$ cat src/rtl/control_sequencer.sv
// Hardwired control sequencer: fetch T0-T2 then per-opcode execute T3-T7.
// Define MEM_WAIT_EN to add mem_ready wait states on read/write steps.
module control_sequencer #(
    parameter logic [4:0] ALU_ADD = 5'b00011,
    parameter int         CNT_W   = 16
) (
    input  logic             clock,
    input  logic             clear,
    input  logic [31:0]      ir,
    input  logic             con_ff,
`ifdef MEM_WAIT_EN
    input  logic             mem_ready,
`endif
    output logic [26:0]      ctrl,
    output logic [4:0]       aluControl,
    output logic             run,
    output logic             illegal,
    output logic [CNT_W-1:0] instr_count
);
    localparam int PCOUT = 0, INCPC = 1, ZLOOUT = 2, ZLOIN = 3, COUT = 4;
    localparam int MDROUT = 5, RAMEN = 6, MARIN = 7, PCIN = 8, MDRIN = 9;
    localparam int IRIN = 10, GRA = 11, GRB = 12, GRC = 13, RIN = 14;
    localparam int ROUT = 15, BAOUT = 16, READ = 17, WRITE = 18;
    localparam int CONIN = 19, ZMUXEN = 20, ZMUXOUT = 22, YIN = 26;

    typedef enum logic [3:0] {
        S_RESET, S_T0, S_T1, S_T2, S_T3, S_T4, S_T5, S_T6, S_T7, S_HALT
    } state_t;

    state_t           r_state;
    logic [26:0]      r_ctrl;
    logic [4:0]       r_alu;
    logic             r_run;
    logic             r_illegal;
    logic [CNT_W-1:0] r_cnt;

    state_t      w_nstate;
    logic [26:0] w_nctrl;
    logic [4:0]  w_nalu;
    logic        w_alu_we;
    logic        w_retire;
    logic        w_bad;
    logic        w_mem_ok;
    logic [4:0]  w_op;
    logic [4:0]  w_imap;
    logic        w_ld, w_ldi, w_st, w_rt, w_it, w_br, w_nop, w_halt;
    logic        w_legal;
    logic        w_unused;

    assign w_op     = ir[31:27];
    assign w_unused = ^ir[26:0];
    assign w_ld     = (w_op == 5'b00000);
    assign w_ldi    = (w_op == 5'b00001);
    assign w_st     = (w_op == 5'b00010);
    assign w_rt     = (w_op >= 5'b00011) && (w_op <= 5'b00110);
    assign w_it     = (w_op >= 5'b01100) && (w_op <= 5'b01110);
    assign w_br     = (w_op == 5'b10010);
    assign w_nop    = (w_op == 5'b11010);
    assign w_halt   = (w_op == 5'b11011);
    assign w_legal  = w_ld | w_ldi | w_st | w_rt | w_it | w_br | w_nop | w_halt;
    assign w_imap   = (w_op == 5'b01100) ? 5'b00011 :
                      (w_op == 5'b01101) ? 5'b00101 : 5'b00110;

`ifdef MEM_WAIT_EN
    assign w_mem_ok = mem_ready;
`else
    assign w_mem_ok = 1'b1;
`endif

    always_comb begin
        w_nstate = r_state;
        w_retire = 1'b0;
        w_bad    = 1'b0;
        case (r_state)
            S_RESET: w_nstate = S_T0;
            S_T0:    w_nstate = S_T1;
            S_T1:    if (w_mem_ok) w_nstate = S_T2;
            S_T2: begin
                if (w_halt) begin
                    w_nstate = S_HALT;
                end else if (w_nop || !w_legal) begin
                    w_nstate = S_T0;
                    w_retire = 1'b1;
                    w_bad    = !w_legal;
                end else begin
                    w_nstate = S_T3;
                end
            end
            S_T3: w_nstate = S_T4;
            S_T4: w_nstate = S_T5;
            S_T5: begin
                if (w_ld || w_st || w_br) begin
                    w_nstate = S_T6;
                end else begin
                    w_nstate = S_T0;
                    w_retire = 1'b1;
                end
            end
            S_T6: begin
                if (w_br) begin
                    w_nstate = S_T0;
                    w_retire = 1'b1;
                end else if (!w_ld || w_mem_ok) begin
                    w_nstate = S_T7;
                end
            end
            S_T7: begin
                if (!w_st || w_mem_ok) begin
                    w_nstate = S_T0;
                    w_retire = 1'b1;
                end
            end
            S_HALT:  w_nstate = S_HALT;
            default: w_nstate = S_RESET;
        endcase
    end

    // Strobes are decoded for the state being entered so they register with it.
    always_comb begin
        w_nctrl  = '0;
        w_nalu   = r_alu;
        w_alu_we = 1'b0;
        case (w_nstate)
            S_T0: {w_nctrl[PCOUT], w_nctrl[MARIN], w_nctrl[INCPC]} = 3'b111;
            S_T1: {w_nctrl[READ], w_nctrl[RAMEN], w_nctrl[MDRIN]} = 3'b111;
            S_T2: {w_nctrl[MDROUT], w_nctrl[IRIN]} = 2'b11;
            S_T3: begin
                if (w_br)
                    {w_nctrl[GRA], w_nctrl[ROUT], w_nctrl[CONIN]} = 3'b111;
                else if (w_ld || w_ldi || w_st)
                    {w_nctrl[GRB], w_nctrl[BAOUT], w_nctrl[YIN]} = 3'b111;
                else
                    {w_nctrl[GRB], w_nctrl[ROUT], w_nctrl[YIN]} = 3'b111;
            end
            S_T4: begin
                if (w_br) begin
                    {w_nctrl[PCOUT], w_nctrl[YIN]} = 2'b11;
                end else if (w_rt) begin
                    {w_nctrl[GRC], w_nctrl[ROUT], w_nctrl[ZLOIN]} = 3'b111;
                    w_nalu   = w_op;
                    w_alu_we = 1'b1;
                end else begin
                    {w_nctrl[COUT], w_nctrl[ZLOIN]} = 2'b11;
                    w_nalu   = w_it ? w_imap : ALU_ADD;
                    w_alu_we = 1'b1;
                end
            end
            S_T5: begin
                if (w_br) begin
                    {w_nctrl[COUT], w_nctrl[ZLOIN]} = 2'b11;
                    w_nalu   = ALU_ADD;
                    w_alu_we = 1'b1;
                end else if (w_ldi) begin
                    {w_nctrl[ZMUXEN], w_nctrl[ZMUXOUT]} = 2'b11;
                    {w_nctrl[GRA], w_nctrl[RIN]} = 2'b11;
                end else if (w_ld || w_st) begin
                    {w_nctrl[ZLOOUT], w_nctrl[MARIN]} = 2'b11;
                end else begin
                    {w_nctrl[ZLOOUT], w_nctrl[GRA], w_nctrl[RIN]} = 3'b111;
                end
            end
            S_T6: begin
                if (w_br)
                    {w_nctrl[ZLOOUT], w_nctrl[PCIN]} = {2{con_ff}};
                else if (w_ld)
                    {w_nctrl[READ], w_nctrl[RAMEN], w_nctrl[MDRIN]} = 3'b111;
                else
                    {w_nctrl[GRA], w_nctrl[ROUT], w_nctrl[MDRIN]} = 3'b111;
            end
            S_T7: begin
                if (w_ld)
                    {w_nctrl[MDROUT], w_nctrl[GRA], w_nctrl[RIN]} = 3'b111;
                else
                    {w_nctrl[WRITE], w_nctrl[RAMEN]} = 2'b11;
            end
            default: w_nctrl = '0;
        endcase
    end

    always_ff @(negedge clock or negedge clear) begin
        if (!clear) begin
            r_state   <= S_RESET;
            r_ctrl    <= '0;
            r_alu     <= '0;
            r_run     <= 1'b1;
            r_illegal <= 1'b0;
            r_cnt     <= '0;
        end else begin
            r_state <= w_nstate;
            r_ctrl  <= w_nctrl;
            r_run   <= (w_nstate != S_HALT);
            if (w_alu_we) r_alu <= w_nalu;
            if (w_bad)    r_illegal <= 1'b1;
            if (w_retire) r_cnt <= r_cnt + 1'b1;
        end
    end

    assign ctrl        = r_ctrl;
    assign aluControl  = r_alu;
    assign run         = r_run;
    assign illegal     = r_illegal;
    assign instr_count = r_cnt;
endmodule
$ cat config.mk
export PLATFORM = sky130hd
export DESIGN_NAME = control_sequencer
export DESIGN_NICKNAME = d
export VERILOG_FILES = /design/src/rtl/control_sequencer.sv
export SDC_FILE = /design/constraint.sdc
export NUM_CORES = 1
export LEC_CHECK = 0
export CORE_ASPECT_RATIO = 1.75
export CORE_MARGIN = 2
export CORE_UTILIZATION = 42
export DETAILED_ROUTE_END_ITERATION = 10
export PLACE_DENSITY = 0.86
export SLEW_MARGIN = 20
export SYNTH_ARGS = -nofsm -noshare
export SYNTH_HDL_FRONTEND = slang
export SYNTH_SLANG_ARGS = --single-unit
$ cat constraint.sdc
create_clock -name clock -period 4.7 [get_ports clock]
set_input_delay 0.47 -clock clock [delete_from_list [all_inputs] [get_ports clock]]
set_output_delay 0.47 -clock clock [all_outputs]
set_load 0.01 [all_outputs]
==> results of run 1 <==
path summary, 6_finish.rpt:
kind	start	to	slack, ps	cells after the start
worst max-delay path	ir[30]	instr_count[1]	130	8
worst min-delay path	instr_count[15]	instr_count[15]	420	1
worst max register to register	r_state[0]	instr_count[6]	2610	6
worst min register to register	instr_count[15]	instr_count[15]	420	1
max in group asynchronous	clear	ctrl[3]	1510	2
min in group asynchronous	clear	illegal	2500	1
where the power goes:
| part | switching [mW] | internal [mW] |
|---|---|---|
| clock | 0.128 | 0.107 |
| combinational | 0.263 | 0.321 |
| sequential | 0.0837 | 0.525 |
| total | 0.475 | 0.953 |
area by class of cell:
class	count	area share, %
sequential	49	35.9
multi-input combinational	158	33.2
timing repair buffer	92	24.8
tap	78	2.86
clock buffer	8	2.34
inverter	7	0.769
clock inverter	1	0.110
logic make-up after synthesis:
group / after synthesis / synth area share (%)
adder cells (fa/ha/maj): 1 / 0.498
other: 1 / 0.149
multiplexers: 4 / 1.79
flip-flops: 49 / 48.9
buffers and inverters: 26 / 6.38
AO/OA/AOI/OAI: 49 / 15.9
AND/OR/NAND/NOR: 84 / 20.8
XOR/XNOR: 16 / 5.58
cell usage in the layout (no fill, tap or decap), types with 2 or more instances in the layout:
master	netlist	final
a211o_1	3	3
nor3_1	6	6
nor3b_1	2	2
a21oi_1	2	2
nand2_1	7	7
a21o_1	3	3
o21ai_0	5	5
dfrtn_1	48	48
clkdlybuf4s50_1	0	50
buf_4	9	37
or3_1	4	4
o21ai_1	6	6
and4_1	3	3
nor2_1	16	16
nand3_1	6	6
o2111ai_1	4	4
nand2b_1	5	5
and2_1	5	5
o211ai_2	3	3
clkbuf_1	1	3
o22ai_1	4	4
nor2b_1	5	5
conb_1	1	4
buf_12	0	2
mux2_1	3	3
dlymetal6s2s_1	0	2
xnor2_1	16	16
o21a_1	3	3
clkbuf_8	0	5
o2111ai_2	3	3
a2111oi_0	2	2
inv_1	8	8
and3_1	9	9
o32ai_1	2	2
or2_2	2	2
nor3_2	2	2
metal layers:
| layer | wire (µm) | part of all wire [%] |
|---|---|---|
| met5 | 0 | 0 |
| met2 | 2780 | 52 |
| met3 | 174 | 3.2 |
| met1 | 2160 | 40 |
| met4 | 244 | 4.6 |
timing repair:
item / in CTS / in global routing
resized for setup: 0 / 2
endpoints found under the setup margin: 0 / 1
hold buffers: 0 / 0
flip-flops by register name, indices dropped and copies added, names as in the netlist:
register,flops
r_state,4
illegal,1
ctrl,22
aluControl,5
instr_count,16
run,1
per-stage QoR:
step	util, %	hold slack, ps
6_report	58.6	415
5_1_grt	58.6	440
4_1_cts	58.5	422
3_5_place_dp	57.1	421
3_3_place_gp	57.1	420
2_1_floorplan	-	448
==> results by stage, run 1 <==
Status:
- The run finished with clean final reports.

Setup path:
- The signal on the critical path passes through clkdlybuf4s50_1 > buf_4 > or3_4 > nor3_2 > a211o_1 > buf_12 > nor2_1 > mux2_1.
- The kind of launch point of the worst setup path is an input port.
- Together, buffers and inverters on the worst path number 3.
- The largest fanout on the critical path is 15.
- The arrival time at the worst endpoint is 2370 ps.
- The dominant delay contributor by cell family on the critical path is buffers and inverters.
- The worst setup path is captured at a flop.
- The slowest stage of the critical path belongs to the cell clkdlybuf4s50_1.
- The maximum single-stage delay on the critical path is 430 ps.
- The required time of the worst setup path is 2500 ps.
- The critical path is of the input port to flop type.

Final layout:
- In the final layout, the multi-input gates occupy 1130 µm².
- The area growth from synthesis to layout is 36.1%.
- The number of non-filler instances in the completed layout is 393.
- Once layout is done, the placed cells without fillers occupy 3420 µm².
- The total inserted antenna cells is 0.
- The net count of the finished layout is 350.
- The fraction of layout cells with a size suffix above 1 is 21.0%.
- The flip-flop and latch area is 1230 µm².
- The layout has 517 filler cells.

Detailed routing:
- After detailed routing, the number of vias per cell comes to 5.13.
- The pre-antenna-repair detailed-routing pass consisted of 4 iterations.
- The average wire length per cell after detail routing is 13.6 µm.
- In this run the remaining antenna-violating nets after routing total 0.
- The first routing iteration left 35 violations.
- The routed wire length is 5360 µm.
- The overall via count from detail_route is 2015.
- In the routed design, unresolved DRC markers number 0.

Yosys:
- The share of the synthesized area in the top cell type is 47.9%.
- The cell taking the most area after synthesis is dfrtn_1.
- During synthesis, Yosys emitted a total of 0 warnings.
- Dividing the synthesized area by the synthesized cell count gives 10.9 µm².
- The synthesized design contains 0 enable-type register cells.
- The flip-flop cell with the highest count after synthesis is dfrtn_1.
- The commonest cells after synthesis are 48 x dfrtn_1, 16 x nor2_1, 16 x xnor2_1.
- The number of distinct library cell variants in the gate-level netlist after synthesis is 58.
- After synthesis, the share of flip-flops with an asynchronous set or reset is 100%.
- The sequential area share after synthesis is 48.9%.
- Summing every instance area after synthesis gives 2510 µm².
- Yosys instantiated no cell more often than dfrtn_1.
- The post-synthesis instance total is 230.
- Yosys attributes the largest share of cell area to dfrtn_1 48%, xnor2_1 5.6%, buf_4 2.7%.
- The synthesis-stage register bit count is 49.

CTS:
- In this run, CTS created clock tree buffers numbering 5.
- Counting every sink on the clock net gives 49.
- The later pin in the worst-skew pair is clocked with a latency of 360 ps.
- The post-CTS clock slew at the launch and capture registers of the worst setup and hold paths is 50 ps.
- In this run the clock root is driven by a clkbuf_8.
- The number of buffers between clock root and the deepest sink is 2.
- TritonCTS built the clock tree.
- The H-tree was split into 2 levels.
- Buffers added to address setup during post-CTS repair amount to 0.

Global route:
- The met2 track utilization from global routing is 30.6%.
- The initial antenna violation count came to 0.
- Summed over all layers, the global routing overflow is 0.
- Across every metal layer, demand over resource in global routing totals 17.8%.
- Entering global routing, the biggest net connects 42 pins.
- Global routing used 20.1% of the available met1 tracks.
- The first global-routing pass estimated 9260 µm of wire.
- The number of global-route vias before repair is 1991.
- The met3 usage in global routing is 3.70%.
- The busiest layer in global routing is met2.

Pwr:
- The worst vdd rail ir drop is 215 µV.
- Power comes to 1.43 mW.
- Power spread over the standard cell area amounts to 418 nW/µm².
- For this design the static power due to leakage is 1.54 nW.

Die:
- The height of the die is 106 µm.
- The die covers 6630 µm².
- The core box area is 5830 µm².
- The floorplan die width is 62.4 µm.
- The starting utilization of the core area is 43.0%.
- In this run the count of I/O pins placed on the die edge is 85.
- Row generation in the floorplan step produced 37 rows.

STA:
- The count of endpoints failing hold in the final timing report was 0.
- Setup violations remaining at the end of the flow were counted as 0.
- The final critical-path setup slack is 125 ps.
- The setup TNS after final layout is 0 ps.
- Setup repair after global routing left no endpoint under its margin.
- The final number of max-transition violations is 0.
- The relative max-transition margin is 43.4%.
- The setup clock skew after layout is 52.9 ps.
- For the pin with the worst max-slew slack, the measured transition is 849 ps.

Placement:
- During placement, the flow inserted port buffers numbering 53.
- Including well taps, the total number of placed cells is 385.
- At the end of routability-driven placement, the weighted congestion stood at 0.891.
- The minimum setup slack after placement is -241 ps.
- After detailed placement, the total cell area comes to 3330 µm².
- Detailed placement finished with a half-perimeter wire length of 4260 µm.

Job:
- The tool flagged a number of max-cap violations equal to 0.

Hold path:
- The classification of the worst-slack hold path is flop to flop.
(Power assumes the default switching activity.)
==> run 2: changes to the inputs <==
- CORE_ASPECT_RATIO: 1.75 -> 0.5
- CORE_UTILIZATION: 42 -> 49
- PLACE_DENSITY: 0.86 -> 0.95
- SLEW_MARGIN: 20 -> unset
==> run 2 against run 1 <==
Effect of this change: hold slack got worse by 2.2 ps; clock skew shrank 1.7 ps; register-to-register slack worse by 40 ps; cell area is 1.1% lower; non-clock buffer count fell by 6; critical path depth shrank 1; power is 6.4% higher; utilization grew 9.9 points; combinational power hardly changed; wire length increased by 15%; worst setup slack about the same; first-iteration DRC count grew to 5.0 times the previous value; critical path type unchanged; critical endpoint unchanged; largest cell class unchanged.
==> results by stage, run 2 (synthesis results as in run 1) <==
Status:
- The run finished with clean final reports.

Pwr:
- The power after layout is 1.52 mW (+6.4%).
- The power per cell area is 450 nW/µm² (+7.7%).
- The worst vdd rail ir drop is 236 µV (+9.8%).
- The static leakage came to 1.51 nW (-2.2%).

CTS:
- The CTS H-tree depth was 2 (unchanged).
- The number of clock sinks is 49 (unchanged).
- The number of buffers created by CTS is 5 (unchanged).
- The post-CTS setup repair buffer count is 0 (unchanged).
- The root buffer cell chosen for the clock tree is clkbuf_8.
- The clock latency reported for the late side of the worst-skew pair is 350 ps (about the same).
- The post-CTS clock slew at the launch and capture registers of the worst setup and hold paths is 60 ps (about the same).
- The number of buffers between clock root and the deepest sink is 2 (unchanged).
- TritonCTS built the clock tree.

Detailed routing:
- The mean number of vias per cell is 5.74 (+12%).
- The count of routing violations after the opening detailed-route iteration is 175 (+400%).
- The first-pass iteration count of the detailed router is 5 (+1).
- The post-route antenna net violation count is 0 (unchanged).
- The average wire length per cell after detail routing is 16.3 µm (+19%).
- The routed wire length was 6160 µm (+15%).
- The overall via count from detail_route is 2176 (+8.0%).
- The residual DRC count is 0 (unchanged).

Global route:
- The initial antenna violation count is 0 (unchanged).
- The global route total overflow was 0 (unchanged).
- The pin count of the biggest net entering global routing is 34 (-19%).
- The number of global-route vias before repair came to 2004 (+0.65%).
- The aggregate global-route resource usage is 22.7% (+4.9 points).
- The wire length of the first global-routing pass is 9930 µm (+7.2%).

Job:
- The max-capacitance violation count is 0 (unchanged).

Hold path:
- In this run the worst hold path is classified as flop to flop.

Setup path:
- The required time of the worst setup path came to 2500 ps (about the same).
- The arrival time at the worst endpoint came to 2380 ps (about the same).
- The slowest stage of the critical path belongs to the cell clkdlybuf4s50_1.
- The largest fanout on the critical path is 6 (-9).
- The class of the most critical setup path is input port to flop.
- The kind of launch point of the worst setup path is an input port.
- The cell family contributing the most delay on the critical path is buffers and inverters.
- STA classifies the critical path endpoint as a flop.
- Traced cell by cell, the critical path runs through clkdlybuf4s50_1 > buf_4 > nor3_4 > o32ai_1 > a211o_1 > nor2_1 > mux2_1.
- The total buffers and inverters traversed by the critical path is 2 (-1).
- The maximum single-stage delay on the critical path came to 490 ps (+60 ps).

Die:
- The height of the die is 54.6 µm (-49%).
- The number of ports placed on the die boundary came to 85 (unchanged).
- The core box area is 4930 µm² (-15%).
- The floorplan die width is 105 µm (+69%).
- The starting utilization of the core area is 50.9% (+7.9 points).
- The die area is 5750 µm² (-13%).
- The number of rows in the core area came to 18 (-51%).

Final layout:
- Relative to the synthesized area, the layout overhead comes to 34.6%.
- The most common cell after layout, fill and taps aside is clkdlybuf4s50_1.
- The number of non-filler instances in the completed layout is 379 (-3.6%).
- The count of fill cells added during filler insertion is 328 (-37%).
- The flip-flop count of the largest register, all copies and words added is 22 (unchanged).
- The library cells used most frequently in the layout, excluding fill and tap cells, are 52 x clkdlybuf4s50_1, 48 x dfrtn_1, 33 x buf_4, 16 x nor2_1, 16 x xnor2_1.
- The post-layout net count was 344 (-1.7%).
- The fraction of layout cells with a size suffix above 1 is 20.7% (-0.24 points).
- The finished layout cell area is 3380 µm² (-1.1%).
- The utilization after layout is 68.5% (+9.9 points).
- The total inserted antenna cells is 0 (unchanged).

Placement:
- The total half-perimeter wirelength after legalization and detailed placement is 4460 µm (+4.7%).
- The minimum setup slack after placement came to -133 ps (+109 ps).
- The cell count after placement is 371 (-3.6%).
- The number of buffers added on ports is 53 (unchanged).
- The placed instance area was 3250 µm² (-2.4%).
- The final weighted congestion in routability-driven placement came to 0.978 (+9.7%).

STA:
- The relative max-transition margin was 51.7% (+8.3 points).
- The setup TNS after final layout is 0 ps (unchanged).
- The number of setup violations in the final report is 0 (unchanged).
- The final number of max-transition violations was 0 (unchanged).
- The count of endpoints failing hold in the final timing report is 0 (unchanged).
- The worst slack on hold paths was 413 ps (-2.24 ps).
- The slew at the pin closest to its max-slew limit is 725 ps (-125 ps).
- The final critical-path setup slack is 125 ps (-0.446 ps).
- Setup repair after global routing left no endpoint under its margin.
- The setup clock skew after layout is 51.2 ps (-1.70 ps).
[run 2: changes by cell type in the layout (fill, tap and decap cells not counted), sizes merged]
cell	delta
buf	-6
bufinv	+1
clkbuf	-2
clkdlybuf4s50	+2
clkinvlp	+1
dlymetal6s2s	-2
[run 2: power by group]
group	total, mW	internal [mW]	switching [mW]	leakage [nW]
Clock	0.323	0.174	0.148	0.0627
Sequential	0.613	0.525	0.0881	0.644
Combinational	0.584	0.300	0.284	0.799
[run 2: what timing repair did]
item                       CTS  global route
hold buffers                 0             0
setup endpoints to repair    0             1
resized for setup            0             1
[run 2: path summary, 6_finish.rpt]
kind	cells after the start	slack, ps	start	endpoint
setup / recovery	7	120	ir[29]	instr_count[1]
hold / removal	1	410	illegal	illegal
setup reg to reg	6	2570	r_state[2]	instr_count[4]
hold reg to reg	1	410	illegal	illegal
max in group asynchronous	2	1580	clear	instr_count[0]
min in group asynchronous	1	2450	clear	r_state[3]
[run 2: metal layers]
| layer | wire length, µm | track usage, % |
|---|---|---|
| met1 | 2460 | 27.8 |
| met2 | 3110 | 41.1 |
| met3 | 409 | 4.05 |
| met4 | 182 | 9.56 |
| met5 | 0 | 0 |
[run 2: worst reg2reg max path, stage by stage (launching register included)]
cell and delay [ps]:
dfrtn_1 690, nand4b_1 340, nor3_2 200, a211o_1 200
buf_4 230, o2111ai_1 170, xnor2_1 150
[run 2: area by class of cell]
class,instances,area [µm²],share of cell area [%]
well taps,70,87.6,2.59
inverters,7,26.3,0.778
clock buffers,6,82.6,2.44
multi-input cells,158,1140,33.7
repair buffers,86,773,22.9
clock inverters,3,41.3,1.22
flip-flops and latches,49,1230,36.3
==> run 3: changes to the inputs <==
- CORE_UTILIZATION: 49 -> 60
- DONT_BUFFER_PORTS: unset -> 1
- PLACE_DENSITY: 0.95 -> 0.87
- RECOVER_POWER: unset -> 50
- SLEW_MARGIN: unset -> 20
==> run 3 against run 2 <==
Effect of this change: via count down 22%; die area down 17%; first-iteration DRC count down 51%; register-to-register slack worse by 310 ps; largest cell class unchanged; final cell count down 26%; power down 17%; global-route usage up 0.81 points; worst setup slack better by 410 ps; combinational power down 49%; utilization down 3.5 points.
==> results by stage, run 3 (synthesis results as in run 1) <==
Status:
- The flow ran to the end, and the final reports show no timing, DRC or antenna violations.

STA:
- The count of endpoints failing hold in the final timing report is 0 (unchanged).
- The number of setup violations in the final report came to 0 (unchanged).
- Setup repair after global routing left no endpoint under its margin.
- The setup clock skew after layout is 60.1 ps (+8.91 ps).
- The setup TNS after final layout is 0 ps (unchanged).
- The final number of max-transition violations is 0 (unchanged).
- The relative max-transition margin is 48.8% (-2.9 points).
- The slew at the pin closest to its max-slew limit was 768 ps (+42.8 ps).

Setup path:
- Traced cell by cell, the critical path runs through or2_0 > a211oi_1 > nor3b_4 > nor2_1 > mux2_1.
- The dominant delay contributor by cell family on the critical path is simple AND/OR/NAND/NOR gates.
- The largest fanout on the critical path is 15 (+9).
- The arrival time at the worst endpoint is 1970 ps (-410 ps).
- The slowest stage cell on the critical path is nor3b_4.
- The start point of the critical path is ir[30].
- The total buffers and inverters traversed by the critical path was 0 (-2).
- The reg2reg setup slack was 2260 ps (-310 ps).
- The worst setup path is captured at a flop.
- The worst flop-to-flop path endpoint is instr_count[1].
- The required time of the worst setup path came to 2510 ps (about the same).
- The endpoint of the most critical setup path is instr_count[1].
- The maximum single-stage delay on the critical path came to 660 ps (+170 ps).
- The worst setup path is launched from an input port.
- The setup path with the least slack is of type input port to flop.
- The startpoint identified for the worst register-to-register timing path is r_state[0].
- The number of gates on the worst path with buffers counted is 5 (-2).
- The number of cell instances on the worst register-to-register path is 5 (-1).

Final layout:
- The total inserted antenna cells is 0 (unchanged).
- Leaving out fill and tap cells, the most frequent cell in the layout is dfrtn_1.
- The flip-flop count of the largest register, all copies and words added is 22 (unchanged).
- The library cells used most frequently in the layout, excluding fill and tap cells, are 48 x dfrtn_1, 16 x nor2_1, 16 x xnor2_1, 9 x and3_1, 8 x inv_1.
- The post-layout net count was 261 (-24%).
- The area growth from synthesis to layout is 2.69%.
- The utilization after layout is 65.0% (-3.5 points).
- The fraction of layout cells with a size suffix above 1 is 12.4% (-8.3 points).

Global route:
- The initial antenna violation count is 0 (unchanged).
- The aggregate global-route resource usage was 23.5% (+0.81 points).
- The pin count of the biggest net entering global routing is 50 (+47%).
- The wire length of the first global-routing pass was 8340 µm (-16%).
- The number of global-route vias before repair came to 1697 (-15%).
- The global route total overflow is 0 (unchanged).

Pwr:
- The worst vdd rail ir drop is 227 µV (-4.1%).
- The power per cell area is 492 nW/µm² (+9.4%).
- The static leakage was 1.16 nW (-23%).

Placement:
- The final weighted congestion in routability-driven placement is 0.883 (-9.7%).
- The total half-perimeter wirelength after legalization and detailed placement is 3630 µm (-19%).
- The number of buffers added on ports is 0 (-100%).

CTS:
- The tree is rooted in a clkbuf_8.
- The number of buffers between clock root and the deepest sink is 2 (unchanged).
- The number of buffers created by CTS came to 5 (unchanged).
- The clock latency reported for the late side of the worst-skew pair was 360 ps (about the same).
- The post-CTS clock slew at the launch and capture registers of the worst setup and hold paths was 70 ps (about the same).
- The CTS H-tree depth was 2 (unchanged).
- The hold buffer count at cts was 0 (unchanged).
- The number of clock sinks is 49 (unchanged).
- The clock tree from TritonCTS is done.
- The post-CTS setup repair buffer count came to 0 (unchanged).
- The total of cells resized after clock tree synthesis is 0 (unchanged).

Detailed routing:
- The first-pass iteration count of the detailed router came to 4 (-1).
- The length of routed wiring on met1 came to 2190 µm (-11%).
- The detailed router used layers up to and including met4.
- The routed wire length on met3 is 421 µm (+2.9%).
- The overall via count from detail_route is 1697 (-22%).
- The average wire length per cell after detail routing is 18.0 µm (+11%).
- The mean number of vias per cell is 6.06 (+5.6%).
- The routed wire length is 5040 µm (-18%).
- The routed wire length on met2 is 2370 µm (-24%).
- The count of routing violations after the opening detailed-route iteration was 86 (-51%).
- The post-route antenna net violation count came to 0 (unchanged).
- The residual DRC count is 0 (unchanged).

Die:
- The die area is 4750 µm² (-17%).
- The number of rows in the core area is 16 (-2).
- The number of ports placed on the die boundary was 85 (unchanged).
- The core box area is 3960 µm² (-20%).
- The height of the die was 49.7 µm (-8.9%).
- The starting utilization of the core area is 63.3% (+12 points).
- The floorplan die width is 95.5 µm (-9.3%).

Job:
- The max-capacitance violation count is 0 (unchanged).

Hold path:
- In this run the worst hold path is classified as flop to flop.
- The startpoint identified for the worst hold timing path is instr_count[15].
## run 3: area by class of cell
type	count	area, µm²
fillers	318	1390
flip-flops and latches	49	1230
multi-input cells	158	1120
clock buffers	5	68.8
well taps	54	67.6
clock inverters	4	47.5
inverters	7	26.3
repair buffers	3	18.8
## run 3: metrics by stage
step | setup slack, ps | hold WS, ps | std cells | instance area, µm² | total power [mW]
final | 533 | 470 | 280 | 2580 | 1.27
after detailed placement | 240 | 468 | 272 | 2480 | 0.971
after global placement | 282 | 466 | 272 | 2480 | 0.954
after floorplan | 511 | 448 | 233 | 2520 | 0.914
after global routing | 398 | 487 | 280 | 2580 | 1.34
after CTS | 566 | 476 | 280 | 2590 | 1.28
## run 3: worst min path at each step
stage	endpoint	slack (ps)	depth (start not counted)
after global placement	instr_count[15]	470	1
final	instr_count[15]	470	1
after CTS	instr_count[15]	480	1
after global routing	instr_count[15]	490	1
after floorplan	instr_count[15]	450	1
after detailed placement	instr_count[15]	470	1
## run 3: power by group
group          internal, mW  switching, mW
clock                 0.161          0.149
sequential            0.526          0.135
combinational         0.131          0.166
total                 0.818          0.451
## run 3: routing by layer
| metal | GRT usage (%) | vias up |
|---|---|---|
| met5 | 0 | - |
| met4 | 6.67 | 0 |
| met3 | 9.48 | 7 |
| met2 | 36.4 | 60 |
| met1 | 30.6 | 828 |
| li1 | - | 802 |
